$ cat config.mk
export PLATFORM = sky130hd
export DESIGN_NAME = crc_byte_unloader
export DESIGN_NICKNAME = d
export VERILOG_FILES = /design/src/rtl/crc_byte_unloader.sv
export SDC_FILE = /design/constraint.sdc
export NUM_CORES = 1
export LEC_CHECK = 0
export BUFFER_PORTS_ARGS = -buffer_cell sky130_fd_sc_hd__buf_4
export CAP_MARGIN = 15
export CELL_PAD_IN_SITES_DETAIL_PLACEMENT = 0
export CELL_PAD_IN_SITES_GLOBAL_PLACEMENT = 1
export CORE_ASPECT_RATIO = 0.75
export CORE_MARGIN = 3
export CORE_UTILIZATION = 37
export CTS_BUF_LIST = sky130_fd_sc_hd__clkbuf_8
export CTS_CLUSTER_SIZE = 10
export DETAILED_ROUTE_END_ITERATION = 8
export GPL_TIMING_DRIVEN = 0
export MAX_ROUTING_LAYER = met4
export PLACE_DENSITY = 0.85
export SLEW_MARGIN = 30
export SYNTH_ARGS = -nofsm -noshare
export SYNTH_HDL_FRONTEND = slang
export SYNTH_SLANG_ARGS = --single-unit
$ cat constraint.sdc
create_clock -name clk -period 1.57 [get_ports clk]
set_input_delay 0.0785 -clock clk [delete_from_list [all_inputs] [get_ports clk]]
set_output_delay 0.0785 -clock clk [all_outputs]
set_load 0.1 [all_outputs]
$ cat src/rtl/crc_byte_unloader.sv
// Serialises a captured CRC value onto a byte-wide valid/ready stream,
// LSB-lane-first or MSB-lane-first, with a one-cycle done pulse at the end.
module crc_byte_unloader #(
    parameter int MAX_BITS       = 32,
    parameter int MAX_BYTES      = 4,
    parameter int MAX_BYTE_WIDTH = 2
) (
    input  logic                      clk,
    input  logic                      reset,
    input  logic                      load,
    input  logic [MAX_BITS-1:0]       value,
    input  logic [MAX_BYTE_WIDTH-1:0] bytewidth,
    input  logic                      msb_first,
    input  logic                      out_ready,
    output logic                      out_valid,
    output logic [7:0]                out_byte,
    output logic                      out_last,
    output logic                      busy,
    output logic                      done,
    output logic                      dbg_state_o
);

    // Stream handshake: a byte moves on a rising edge where out_valid and
    // out_ready are both high; while out_valid is high and out_ready low,
    // out_byte/out_last/out_valid stay frozen.

    typedef enum logic {
        IDLE = 1'b0,
        SEND = 1'b1
    } state_e;

    localparam logic [MAX_BYTE_WIDTH-1:0] LAST_LANE = MAX_BYTE_WIDTH'(MAX_BYTES - 1);
    localparam logic [MAX_BYTE_WIDTH-1:0] ONE       = MAX_BYTE_WIDTH'(1);

    state_e                    state_q;
    logic [MAX_BITS-1:0]       data_q;
    logic [MAX_BYTE_WIDTH-1:0] idx_q;
    logic [MAX_BYTE_WIDTH-1:0] last_q;
    logic                      msb_q;
    logic                      out_valid_q;
    logic [7:0]                out_byte_q;
    logic                      out_last_q;
    logic                      done_q;

    logic [MAX_BYTE_WIDTH-1:0] bw_d;
    logic [MAX_BYTE_WIDTH-1:0] first_idx_d;
    logic [MAX_BYTE_WIDTH-1:0] next_idx_d;
    logic [7:0]                first_byte_d;
    logic [7:0]                next_byte_d;
    logic                      next_last_d;

    function automatic logic [7:0] lane(input logic [MAX_BITS-1:0] d,
                                        input logic [MAX_BYTE_WIDTH-1:0] i);
        logic [7:0] r;
        r = '0;
        for (int k = 0; k < MAX_BYTES; k++) begin
            if (i == MAX_BYTE_WIDTH'(k)) r = d[8*k +: 8];
        end
        return r;
    endfunction

    always_comb begin
        bw_d         = (bytewidth > LAST_LANE) ? LAST_LANE : bytewidth;
        first_idx_d  = msb_first ? bw_d : '0;
        first_byte_d = lane(value, first_idx_d);
        next_idx_d   = msb_q ? (idx_q - ONE) : (idx_q + ONE);
        next_byte_d  = lane(data_q, next_idx_d);
        // Ascending order ends on the captured width, descending on lane 0.
        next_last_d  = msb_q ? (next_idx_d == '0) : (next_idx_d == last_q);
    end

    always_ff @(posedge clk) begin
        if (reset) begin
            state_q     <= IDLE;
            data_q      <= '0;
            idx_q       <= '0;
            last_q      <= '0;
            msb_q       <= 1'b0;
            out_valid_q <= 1'b0;
            out_byte_q  <= '0;
            out_last_q  <= 1'b0;
            done_q      <= 1'b0;
        end else begin
            done_q <= 1'b0;
            case (state_q)
                IDLE: begin
                    if (load) begin
                        state_q     <= SEND;
                        data_q      <= value;
                        last_q      <= bw_d;
                        msb_q       <= msb_first;
                        idx_q       <= first_idx_d;
                        out_valid_q <= 1'b1;
                        out_byte_q  <= first_byte_d;
                        out_last_q  <= (bw_d == '0);
                    end
                end
                SEND: begin
                    if (out_ready) begin
                        if (out_last_q) begin
                            state_q     <= IDLE;
                            out_valid_q <= 1'b0;
                            out_byte_q  <= '0;
                            out_last_q  <= 1'b0;
                            done_q      <= 1'b1;
                        end else begin
                            idx_q      <= next_idx_d;
                            out_byte_q <= next_byte_d;
                            out_last_q <= next_last_d;
                        end
                    end
                end
            endcase
        end
    end

    assign out_valid   = out_valid_q;
    assign out_byte    = out_byte_q;
    assign out_last    = out_last_q;
    assign busy        = (state_q == SEND);
    assign done        = done_q;
    assign dbg_state_o = state_q;

endmodule

==> flow_summary.json, run 1 <==
{
  "run_status": "finished, violations left",
  "violations": "setup timing",
  "fmax_ghz": 0.603,
  "die-area_um2": 7550,
  "clk_latency_ns": 0.31,
  "crit_required_ns": 1.76,
  "area_growth_pct": 32.1,
  "async_flop_share": 0,
  "drive_above_1_share": 0.259,
  "crit_type": "register to register",
  "synth_ff_type": "dfxtp_1",
  "grt_max_degree": 15,
  "synth_edf_count": 0,
  "path_cells": "xor2_4 -> buf_6 -> ha_4 -> nor2_4 -> o211ai_1 -> a32oi_1 -> o21ai_1",
  "ys_ff_latch": 49,
  "max_slew_margin": 0.599,
  "port_buffers": 49,
  "htreeDepth": 2,
  "worstSetupStartpointType": "register",
  "tritoncts": "built",
  "die_h_um": 76.0,
  "drc": 0,
  "start_util": 0.398,
  "leakagePower_uw": 0.00128,
  "crit_fanout": 8,
  "grt_pass1_vias": 2355,
  "slowest_stage": "dfxtp_4",
  "n_antenna_cell": 0,
  "ir_worst_vdd_uv": 395,
  "finalNonFillerCells": 460,
  "cts_made_buffers": 5,
  "finalPower_uw": 3190,
  "finalSetupTns_ns": -0.409,
  "dr.first_iter.drc_count": 182,
  "synth_cells": 317,
  "grt_pass1_wl_um": 12400,
  "worst_slew_pin_slew_ns": 0.601,
  "grt_overflow": 0,
  "place_congestion": 0.831,
  "end_kind": "register",
  "coreArea_um2": 6070,
  "fin_hold_ws_ns": 0.0159,
  "min-delay-path-class": "input port to register",
  "viasPerCell": 5.37,
  "die_x_um": 99.3,
  "yosys-top-cells-count": "96 x nand2_1, 49 x dfxtp_1, 39 x a21oi_1, 19 x nor2_1, 12 x clkbuf_1",
  "clk_pin_slew_ns": 0.10,
  "hold_depth": 3,
  "clk_path_buf_depth": 2,
  "p_per_area_nw_per_um2": 1000,
  "r2r-end": "out_byte[0]$_SDFFE_PP0P_",
  "hold_violations": 0,
  "yosysMostFrequentCell": "nand2_1",
  "antenna_found_initial": 0,
  "synth_cell_types": 37,
  "antenna_left": 0,
  "finalWorstSetupSlack_ns": -0.0889,
  "multi_input_area_um2": 1400,
  "dr.pass1.iters": 4,
  "rows": 24,
  "max_stage_delay_ns": 0.38,
  "track_usage": 0.211,
  "synthesis.area_um2": 2420,
  "dp_cells": 444,
  "nets": 424,
  "syn_avg_cell_area_um2": 7.62,
  "min_period_ns": 1.66,
  "seq_area_um2": 995,
  "synth_top_area_frac": 0.406,
  "io_pins": 52,
  "ys_seq_area_frac": 0.406,
  "setup_viol": 8,
  "worstHoldStart": "value[25]",
  "fin_crit_sh": 1.06,
  "clk_root_buffer_cell": "clkbuf_8",
  "synth_nets": 360,
  "num-fill-cells": 603,
  "cts.sink_count": 49,
  "post_drt_wl_per_cell_um": 16.9,
  "r2r_cells": 7,
  "via_count": 2470,
  "holdPathEnd": "data_q[25]$_SDFFE_PP0P_",
  "maxSlewViolCount": 0,
  "synth_top_area_cell": "dfxtp_1",
  "pre_cts_slack_ns": -0.242,
  "reg2reg_from": "msb_q$_SDFFE_PP0P_",
  "dp_hpwl_um": 5570,
  "r2r_slack_ns": -0.09,
  "synthTopCellsByArea": "dfxtp_1 41%, nand2_1 15%, a21oi_1 8.1%",
  "cp.arrival_ns": 1.85,
  "routed_wl_um": 7780,
  "fin_skew_ns": 0.0104,
  "yosysWarnings": 0,
  "rsz0062_at_grt": "true",
  "cap_viol_max_count": 0
}
## per-layer routing
metal  routed length, µm  up-vias  GRT usage
met4                  53        0     0.0437
met2                3340       89      0.312
li1                    -     1219          -
met3                 663        5     0.0393
met5                   0        -          -
met1                3720     1157      0.299
## flip-flops by register name, summed over array words and instances, names as in the netlist
register   count
msb_q          1
done           1
data_q        32
out_byte       8
last_q         2
busy           1
out_valid      1
idx_q          2
out_last       1
## layout make-up
type                       instances  share of cell area
multi-input combinational        239               0.439
sequential                        49               0.312
timing repair buffer              59               0.145
buffer                            21              0.0353
tap                               78              0.0306
clock buffer                       7              0.0302
inverter                           6             0.00706
clock inverter                     1             0.00157
## cells in the final DEF (no fill, tap or decap), types with 7 or more instances in the layout
master,synthesis,final
o211ai_1,10,10
nor2_1,19,18
buf_4,2,59
nor2b_1,8,8
clkbuf_8,0,8
mux2i_1,8,8
dfxtp_1,49,44
nand2_1,96,95
a21oi_1,39,39
buf_2,7,7
## critical path, delay by kind of cell (launching register included)
kind | cells | cell delay [ns]
AOI/OAI and AO/OA | 3 | 0.45
xor gates and xnor gates | 1 | 0.19
adders and majority gates | 1 | 0.17
buffers and inverters | 1 | 0.12
DFF | 1 | 0.38
and+or+nand+nor | 1 | 0.23
## metrics by stage
stage                     area [µm²]  utilization
after floorplan                 2450            -
after global placement          2920        0.481
after detailed placement        2930        0.482
after CTS                       3180        0.525
after global routing            3190        0.526
final                           3190        0.526
## report_power, final
part           switching (µW)  internal (µW)
clock                     455            400
sequential               59.4           1330
combinational             605            345
total                    1120           2070
## worst max-delay path by stage
| stage | cells past startpoint | start | to | slack, ns |
|---|---|---|---|---|
| finish | 7 | msb_q$_SDFFE_PP0P_ | out_byte[0]$_SDFFE_PP0P_ | -0.09 |
| global route | 7 | msb_q$_SDFFE_PP0P_ | out_byte[0]$_SDFFE_PP0P_ | -0.17 |
| CTS | 7 | msb_q$_SDFFE_PP0P_ | out_byte[6]$_SDFFE_PP0P_ | -0.09 |
| detailed placement | 6 | msb_q$_SDFFE_PP0P_ | out_byte[4]$_SDFFE_PP0P_ | -0.24 |
| global placement | 4 | out_last$_SDFFE_PP0P_ | out_byte[1]$_SDFFE_PP0P_ | -0.20 |
| floorplan | 9 | msb_q$_SDFFE_PP0P_ | out_byte[2]$_SDFFE_PP0P_ | 0.01 |
## kinds of logic (layout without fill, tap and decap cells)
family / after synthesis / after routing / share of synthesized area
AO/OA/AOI/OAI: 85 / 85 / 0.229
XOR/XNOR: 3 / 3 / 0.0109
adder cells (fa/ha/maj): 4 / 4 / 0.0207
buffers and inverters: 29 / 94 / 0.0518
flip-flops: 49 / 49 / 0.406
multiplexers: 9 / 9 / 0.0378
AND/OR/NAND/NOR: 138 / 138 / 0.244
## timing repair
action,CTS,global route
setup buffers,8,1
setup endpoints to repair,8,28
hold endpoints to repair,1,0
pin swaps,21,15
resized for setup,17,9
hold buffers,1,0
No activity file was read; power rests on OpenSTA's default activity.
==> inputs of run 2 (changes only) <==
- CORE_MARGIN: 3 -> 4
- GPL_TIMING_DRIVEN: 0 -> default
- REMOVE_ABC_BUFFERS: default -> 1
==> run 2 against run 1 <==
The flow still finishes with violations (setup timing). Count of clock-buffer cells in the layout is the same. Die area grew 4.7%. Via count shrank 2.0%. Clock skew shrank 0.0058 ns. Total power shrank 1.3%. Critical path depth grew 1. Flip-flop and latch count is the same. Routed wire length shrank 7.8%. Utilization shrank 2.2 points. Sequential power is essentially flat. Non-clock buffer count shrank 1. Design area shrank 0.24%. Critical endpoint is now out_byte[6]$_SDFFE_PP0P_. Highest routed layer unchanged.
==> flow_summary.json, run 2 (synthesized netlist as in run 1, its figures left out) <==
{
  "power_switching_uw": 1070,
  "cts_made_buffers": 5,
  "finalNonFillerCells": 462,
  "die-area_um2": 7900,
  "maxSlewViolCount": 0,
  "slowest_stage": "dfxtp_2",
  "pre_cts_slack_ns": -0.133,
  "io_pins": 52,
  "crit_fanout": 4,
  "place_congestion": 0.834,
  "hold_violations": 0,
  "clk_path_buf_depth": 2,
  "fmax_ghz": 0.625,
  "run_status": "finished, violations left",
  "clk_pin_slew_ns": 0.09,
  "drive_above_1_share": 0.265,
  "p_per_area_nw_per_um2": 989,
  "final_cell_mix": "96 x nand2_1, 76 x buf_4, 46 x dfxtp_1, 39 x a21oi_1, 18 x nor2_1",
  "fin_crit_sh": 1.02,
  "r2r_slack_ns": -0.03,
  "clk_latency_ns": 0.31,
  "start_util": 0.382,
  "fin_hold_ws_ns": 0.0166,
  "cap_viol_max_count": 0,
  "holdPathEnd": "data_q[29]$_SDFFE_PP0P_",
  "die_h_um": 78.0,
  "combinationalPowerShare": 0.297,
  "finalPower_uw": 3150,
  "worstSetupStartpointType": "register",
  "internal_power_uw": 2080,
  "fin_skew_ns": 0.00458,
  "dr.pass1.iters": 4,
  "min-delay-path-class": "input port to register",
  "largest_reg_flops": 32,
  "crit_type": "register to register",
  "reg2reg_from": "msb_q$_SDFFE_PP0P_",
  "routed_wl_um": 7170,
  "r2r_cells": 8,
  "crit_required_ns": 1.79,
  "finalSetupTns_ns": -0.0540,
  "dr.first_iter.drc_count": 167,
  "hold_depth": 3,
  "rows": 25,
  "violations": "setup timing",
  "worst_slew_pin_slew_ns": 0.550,
  "coreArea_um2": 6320,
  "cts.sink_count": 49,
  "ir_worst_vdd_uv": 349,
  "path_cells": "xor2_2 -> buf_4 -> ha_4 -> nor2_4 -> buf_6 -> o211ai_1 -> o2111ai_1 -> a311oi_2",
  "rsz0062_at_grt": "true",
  "antenna_found_initial": 0,
  "viasPerCell": 5.24,
  "end_kind": "register",
  "grt_overflow": 0,
  "setup_viol": 3,
  "die_x_um": 101,
  "tritoncts": "built",
  "r2r-end": "out_byte[6]$_SDFFE_PP0P_",
  "min_period_ns": 1.60,
  "p_clk_frac": 0.263,
  "switching_share": 0.339,
  "track_usage": 0.192,
  "pwr-share-seq": 0.441,
  "grt_max_degree": 26,
  "drc": 0,
  "n_antenna_cell": 0,
  "port_buffers": 51,
  "leakagePower_uw": 0.00130,
  "via_count": 2421,
  "grt_pass1_vias": 2277,
  "nets": 423,
  "post_drt_wl_per_cell_um": 15.5,
  "finalWorstSetupSlack_ns": -0.0297,
  "max_slew_margin": 0.632,
  "top_register": "data_q",
  "worstHoldStart": "value[29]",
  "grt_pass1_wl_um": 11700,
  "num-fill-cells": 637,
  "final_common_cell": "nand2_1",
  "htreeDepth": 2,
  "clk_root_buffer_cell": "clkbuf_8",
  "dp_hpwl_um": 5100,
  "max_stage_delay_ns": 0.37,
  "area_growth_pct": 31.7,
  "dp_cells": 450,
  "antenna_left": 0,
  "cp.arrival_ns": 1.82
}
==> run 2: layout make-up <==
class / instances / area (µm²) / share of cell area
Inverter: 6 / 22.5 / 0.00708
Timing Repair Buffer: 79 / 603 / 0.189
Tap cell: 81 / 101 / 0.0318
Sequential cell: 49 / 985 / 0.309
Clock inverter: 1 / 5.00 / 0.00157
Multi-Input combinational cell: 239 / 1370 / 0.430
Clock buffer: 7 / 96.3 / 0.0303
==> run 2: layer usage <==
metal / global-route usage / wire (µm) / up-vias
li1: - / - / 1227
met1: 0.282 / 3490 / 1116
met2: 0.270 / 3110 / 70
met3: 0.0395 / 509 / 8
met4: 0.0425 / 63 / 0
met5: - / 0 / -
==> run 2: critical path, delay by kind of cell (launching register included) <==
family	cells	cell delay, ns
compound gates	3	0.48
xor+xnor	1	0.20
fa+ha+maj	1	0.16
buf+inv	2	0.27
flops	1	0.37
simple gates	1	0.04
==> run 2: stage by stage <==
step | area (µm²) | util
2_1_floorplan | 2310 | -
3_3_place_gp | 2980 | 0.472
3_5_place_dp | 2980 | 0.472
4_1_cts | 3130 | 0.495
5_1_grt | 3180 | 0.504
6_report | 3180 | 0.504
==> run 2: power by group through the flow <==
stage                     clock [µW]  combinational, µW  sequential (µW)
after detailed placement           0                881             1410
after global routing             907               1010             1400
final                            826                934             1390
after floorplan                    0                319             1610
after CTS                        848                909             1380
after global placement             0                873             1410
==> run 2: worst max path at each step <==
stage | start | end | slack (ns) | cells past startpoint
floorplan | busy$_SDFF_PP0_ | idx_q[1]$_SDFFE_PP0P_ | -1.89 | 4
global placement | idx_q[1]$_SDFFE_PP0P_ | out_byte[6]$_SDFFE_PP0P_ | -0.08 | 7
detailed placement | idx_q[1]$_SDFFE_PP0P_ | out_byte[6]$_SDFFE_PP0P_ | -0.13 | 7
CTS | msb_q$_SDFFE_PP0P_ | out_byte[6]$_SDFFE_PP0P_ | -0.02 | 8
global route | msb_q$_SDFFE_PP0P_ | out_byte[6]$_SDFFE_PP0P_ | -0.12 | 8
finish | msb_q$_SDFFE_PP0P_ | out_byte[6]$_SDFFE_PP0P_ | -0.03 | 8
==> run 2: timing repair <==
action | in CTS | in global routing
setup buffers | 1 | 2
pin swaps | 4 | 5
hold buffers | 1 | 0
resized for setup | 9 | 9
hold endpoints to repair | 1 | 0
setup endpoints to repair | 9 | 9
